### src/rtl/fifo_pkg.sv
// rtl/fifo_pkg.sv - shared types and width helpers for the FIFO write scheduler
package fifo_pkg;

  typedef enum logic {
    IDLE  = 1'b0,
    BURST = 1'b1
  } state_t;

  // Occupancy counter width: must hold 0..FD inclusive.
  function automatic int cnt_w(input int fd);
    return $clog2(fd) + 1;
  endfunction

  // Beat counter width: must hold 0..BL inclusive.
  function automatic int beat_w(input int bl);
    return $clog2(bl) + 1;
  endfunction

  function automatic int idx_w(input int nr);
    return (nr > 1) ? $clog2(nr) : 1;
  endfunction

endpackage

### src/rtl/rr_pick.sv
// rtl/rr_pick.sv - combinational round-robin picker: first request at or after ptr
module rr_pick
  import fifo_pkg::*;
#(
  parameter int NR = 4,
  parameter int IW = idx_w(NR)
) (
  input  logic [NR-1:0] req,
  input  logic [IW-1:0] ptr,
  output logic [NR-1:0] gnt,
  output logic [IW-1:0] idx,
  output logic          any
);

  logic [IW-1:0] w_j;

  // Walk offsets from farthest to nearest so the nearest valid index wins.
  always_comb begin
    gnt = '0;
    idx = '0;
    any = 1'b0;
    w_j = '0;
    for (int k = NR - 1; k >= 0; k--) begin
      w_j = IW'((int'(ptr) + k) % NR);
      if (req[w_j]) begin
        gnt      = '0;
        gnt[w_j] = 1'b1;
        idx      = w_j;
        any      = 1'b1;
      end
    end
  end

endmodule

### src/rtl/fifo_wr_sched.sv
// rtl/fifo_wr_sched.sv - round-robin burst scheduler sharing one FIFO write port
module fifo_wr_sched
  import fifo_pkg::*;
#(
  parameter int NR = 4,
  parameter int FD = 8,
  parameter int DW = 8,
  parameter int BL = 4
) (
  input  logic                   clk,
  input  logic                   reset_n,
  input  logic [NR-1:0]          req_valid,
  input  logic [NR-1:0][DW-1:0]  req_data,
  input  logic [NR-1:0]          req_last,
  output logic [NR-1:0]          req_ready,
  input  logic                   ffwfull,
  input  logic [cnt_w(FD)-1:0]   ffvcnt,
  output logic                   ffwreq,
  output logic [DW-1:0]          ffwdata,
  output logic [idx_w(NR)-1:0]   gnt_id,
  output logic                   busy
);

  localparam int CW = cnt_w(FD);
  localparam int BW = beat_w(BL);
  localparam int IW = idx_w(NR);

  state_t         r_state;
  state_t         w_state_nxt;
  logic [IW-1:0]  r_gnt_id;
  logic [NR-1:0]  r_gnt_oh;
  logic [IW-1:0]  r_ptr;
  logic [BW-1:0]  r_beat;

  logic [NR-1:0]  w_pick_gnt;
  logic [IW-1:0]  w_pick_idx;
  logic           w_pick_any;
  logic [CW-1:0]  w_free;
  logic           w_room;
  logic           w_grant;
  logic           w_accept;
  logic           w_end;

  // A burst only starts when the whole burst fits, so the FIFO cannot fill mid-burst.
  assign w_free = CW'(FD) - ffvcnt;
  assign w_room = (ffvcnt <= CW'(FD)) && (w_free >= CW'(BL));

  rr_pick #(
    .NR (NR),
    .IW (IW)
  ) u_pick (
    .req (req_valid),
    .ptr (r_ptr),
    .gnt (w_pick_gnt),
    .idx (w_pick_idx),
    .any (w_pick_any)
  );

  always_ff @(posedge clk or negedge reset_n) begin
    if (!reset_n) begin
      r_state <= IDLE;
    end else begin
      r_state <= w_state_nxt;
    end
  end

  always_comb begin
    w_state_nxt = r_state;
    req_ready   = '0;
    ffwreq      = 1'b0;
    ffwdata     = '0;
    w_grant     = 1'b0;
    w_accept    = 1'b0;
    w_end       = 1'b0;
    case (r_state)
      IDLE: begin
        if (w_pick_any && w_room) begin
          w_grant     = 1'b1;
          w_state_nxt = BURST;
        end
      end
      BURST: begin
        req_ready = ffwfull ? '0 : r_gnt_oh;
        ffwreq    = (|(req_valid & r_gnt_oh)) & ~ffwfull;
        if (ffwreq) begin
          for (int i = 0; i < NR; i++) begin
            if (r_gnt_oh[i]) begin
              ffwdata = ffwdata | req_data[i];
            end
          end
        end
        w_accept = ffwreq;
        w_end    = w_accept && ((|(req_last & r_gnt_oh)) || (r_beat == BW'(BL - 1)));
        if (w_end) begin
          w_state_nxt = IDLE;
        end
      end
      default: w_state_nxt = IDLE;
    endcase
  end

  always_ff @(posedge clk or negedge reset_n) begin
    if (!reset_n) begin
      r_gnt_id <= '0;
      r_gnt_oh <= '0;
      r_ptr    <= '0;
      r_beat   <= '0;
    end else begin
      if (w_grant) begin
        r_gnt_id <= w_pick_idx;
        r_gnt_oh <= w_pick_gnt;
        r_beat   <= '0;
      end else if (w_accept) begin
        r_beat <= r_beat + 1'b1;
      end
      if (w_end) begin
        r_ptr <= (r_gnt_id == IW'(NR - 1)) ? '0 : r_gnt_id + 1'b1;
      end
    end
  end

  assign gnt_id = r_gnt_id;
  assign busy   = (r_state == BURST);

endmodule

### config.mk
export PLATFORM = sky130hd
export DESIGN_NAME = fifo_wr_sched
export DESIGN_NICKNAME = d
export VERILOG_FILES = /design/src/rtl/fifo_pkg.sv /design/src/rtl/rr_pick.sv /design/src/rtl/fifo_wr_sched.sv
export SDC_FILE = /design/constraint.sdc
export NUM_CORES = 1
export LEC_CHECK = 0
export CAP_MARGIN = 20
export CELL_PAD_IN_SITES_DETAIL_PLACEMENT = 1
export CELL_PAD_IN_SITES_GLOBAL_PLACEMENT = 2
export CORE_MARGIN = 1
export CORE_UTILIZATION = 24
export DETAILED_ROUTE_END_ITERATION = 16
export PLACE_DENSITY_LB_ADDON = 0.1
export SLEW_MARGIN = 10
export SYNTH_ARGS = -nofsm -noshare
export SYNTH_HDL_FRONTEND = slang
export SYNTH_SLANG_ARGS = --single-unit
export TNS_END_PERCENT = 1
### constraint.sdc
create_clock -name clk -period 6 [get_ports clk]
set_input_delay 1.8 -clock clk [delete_from_list [all_inputs] [get_ports clk]]
set_output_delay 1.8 -clock clk [all_outputs]
set_load 0.005 [all_outputs]
==> impl_metrics.csv <==
group,metric,value,unit
layout,design.final.nets,264,
placed_design,globalplace.congestion,0.801,
floorplan,row_count,26,
detailed_routing,drtPass1Iterations,4,
run_status,run_status,"finished clean",
layout,final_core_area_utilization,0.392,
yosys,ys_async_sr_fraction,1.00,
yosys,yosys.area_share.xor_xnor,0.00686,
floorplan,initial_core_util,0.250,
sta,finalSetupViolCount,0,
clocking,clock_tree.htree_level_count,1,
yosys,synth_cell_count_leaders,"a22oi_1, a21oi_1, dfrtp_1",
clocking,cts-root-buf,"clkbuf_8",
yosys,synthDominantAreaCellType,"dfrtp_1",
global_route,grt_pass1_vias,1496,
yosys,synthFlopType,"dfrtp_1",
worst_setup_path,path_cells,"clkdlybuf4s50_1 -> a22oi_1 -> nand2_1 -> nand2_1 -> clkinv_1 -> clkdlybuf4s50_1",
pwr,vdd_drop_max,130,uV
clocking,clk_path_buf_depth,2,
yosys,synth-edff-count,0,
floorplan,io_pins,63,
yosys,post_synth_fa_ha_maj_area_fraction,0.108,
sta,finalHoldViolCount,0,
clocking,clkTransAtPathRegs,60,ps
yosys,postSynthNetCount,205,
clocking,cts-resized-gates,0,
yosys,synth.avg_cell_area,8.68,um2
clocking,clk-insertion-delay-late,250,ps
yosys,post_synth_inst_count,147,
layout,insertedDiodeCount,0,
yosys,synth_top_family_by_area,"compound AO/OA/AOI/OAI gates",
yosys,syn-cell-area,1280,um2
worst_setup_path,cp.required,4200,ps
yosys,synth-simple-area-share,0.148,
global_route,grt_pass1_wl,7250,um
placed_design,numPortBuffers,62,
global_route,grt_remaining_overflow,0,
clocking,clkSinkCount,12,
clocking,postCtsSetupRepairBufs,0,
worst_setup_path,max_stage_delay,590,ps
yosys,synth_most_common_cell,"a22oi_1",
worst_setup_path,end_kind,"output port",
yosys,postSynthRegisterBits,12,
global_route,largest_net_degree_at_the_start_of_global_routing,16,
yosys,post_synth_main_area_contributors,"dfrtp_1, ha_1, a22oi_1",
floorplan,core_area,5110,um2
sta,max_slew.worst_pin.slew,844,ps
placed_design,place_hpwl,3670,um
yosys,yosys-mux-area-fraction,0.119,
worst_setup_path,critical_path_class,"primary input to output port",
worst_setup_path,critical_path.startpoint_type,"primary input",
yosys,synth-warning-count,0,
worst_setup_path,worst-endpoint-arrival,3800,ps
clocking,tritoncts.num_buffers,3,
sta,clock_skew,5.42,ps
detailed_routing,dr_total_vias,1437,
sta,setup-tns-final,0,ps
job,cap_violations,0,
detailed_routing,drt_wl_total,4650,um
layout,layout-area-overhead-vs-synth,56.9,%
sta,timing.slew.headroom,0.432,
sta,max_freq,0.179,GHz
worst_setup_path,path_depth,6,
layout,post_route_cells_drive_above_1_share,0.0829,
floorplan,dieHeight,74.9,um
detailed_routing,route.detailed.drc,0,
detailed_routing,routedWlPerCell,16.9,um
hold_path,hold-path-cell-count,2,
worst_setup_path,crit_buf_inv,3,
layout,layout.filler_cells,603,
worst_setup_path,cp_max_fo,11,
floorplan,die_x,74.9,um
sta,grt_setup_unrepaired,"no",
sta,layout_worst_path_cycle_share,0.934,
worst_setup_path,path_delay_family,"buffers and inverters",
detailed_routing,drtIter0Drc,29,
yosys,synth_cell_types,36,
global_route,grtUsageTotal,0.169,
detailed_routing,number_of_vias_per_cell_after_detailed_routing,5.23,
yosys,seq_area_frac_synth,0.235,
clocking,holdBufCountCts,0,
global_route,antenna_found_initial,0,
detailed_routing,antenna_violating_nets_post_route,0,
pwr,p_per_area,373,nW/um2
clocking,tritoncts_clock_tree,"built",
worst_setup_path,reg2reg_depth,6,
worst_setup_path,cp_slowest_cell,"clkdlybuf4s50_1",
sta,timing.final.crit_period,5600,ps
floorplan,die-area,5610,um2
yosys,compound_gate_fraction_of_synth_area,0.316,
pwr,leakagePower,0.000789,uW
hold_path,worst_hold_path_type,"flop to flop",
sta,drv_slew,0,
yosys,post-synth-top-area-fraction,0.235,
[kinds of logic after synthesis]
kind of cell / count (synthesis)
buf+inv: 17
flops: 12
simple gates: 34
fa+ha+maj: 11
xor+xnor: 1
mux: 10
compound gates: 62
[layout make-up]
| type | instances | area, um2 | share of cell area |
|---|---|---|---|
| Tap cell | 70 | 87.6 | 0.0438 |
| Multi-Input combinational cell | 118 | 890 | 0.444 |
| Timing Repair Buffer | 66 | 651 | 0.325 |
| Clock buffer | 4 | 55.1 | 0.0275 |
| Inverter | 5 | 18.8 | 0.00938 |
| Sequential cell | 12 | 300 | 0.150 |
[per-stage QoR]
step	total power (uW)	area (um2)	cells	hold WS, ps	setup WS (ps)
2_1_floorplan	481	1280	147	491	1630
3_3_place_gp	643	1950	271	514	448
3_5_place_dp	666	1950	271	553	399
4_1_cts	758	2000	275	566	399
5_1_grt	817	2000	275	591	220
6_report	747	2000	275	552	398
[power by group]
part           internal, uW  switching [uW]
clock network          58.0            31.3
registers               119            99.5
logic                   242             197
total                   419             328
[cell usage in the layout, fill, tap and decap left out, types with 5 or more instances in the layout]
| cell type | n |
|---|---|
| nand2_1 | 9 |
| o21ai_0 | 7 |
| a21oi_1 | 16 |
| dfrtp_1 | 12 |
| nor2_1 | 9 |
| ha_1 | 11 |
| mux2_2 | 5 |
| a31oi_1 | 5 |
| clkdlybuf4s50_1 | 62 |
| a22oi_1 | 18 |
[flip-flops by register name (all words and copies together), names as in the netlist]
| name | count |
|---|---|
| gnt_id | 2 |
| r_beat | 3 |
| r_gnt_oh | 4 |
| r_ptr | 2 |
| busy | 1 |
[metal layers]
layer  part of all wire  track usage  vias to the layer above
li1                   -            -                      678
met1               0.43        0.194                      700
met2               0.49        0.314                       51
met3              0.069       0.0295                        8
met4              0.016       0.0608                        0
met5                  0            0                        -
[worst reg2reg max path, delay by kind of cell, from the launching register on]
kind	cells	cell delay [ps]
flops	1	640
buf+inv	1	260
fa+ha+maj	1	500
compound gates	3	850
simple gates	1	500
[worst paths after layout]
path                         startpoint          end  slack (ps)
min in group asynchronous       reset_n    r_beat[2]        1910
max reg2reg                    r_ptr[0]  r_gnt_oh[0]        3150
min reg2reg                   r_beat[1]    r_beat[1]         550
max in group asynchronous       reset_n  r_gnt_oh[2]        3730
min                           r_beat[1]    r_beat[1]         550
max                        req_valid[2]       ffwreq         400
Power figures use the tool's default switching activity.
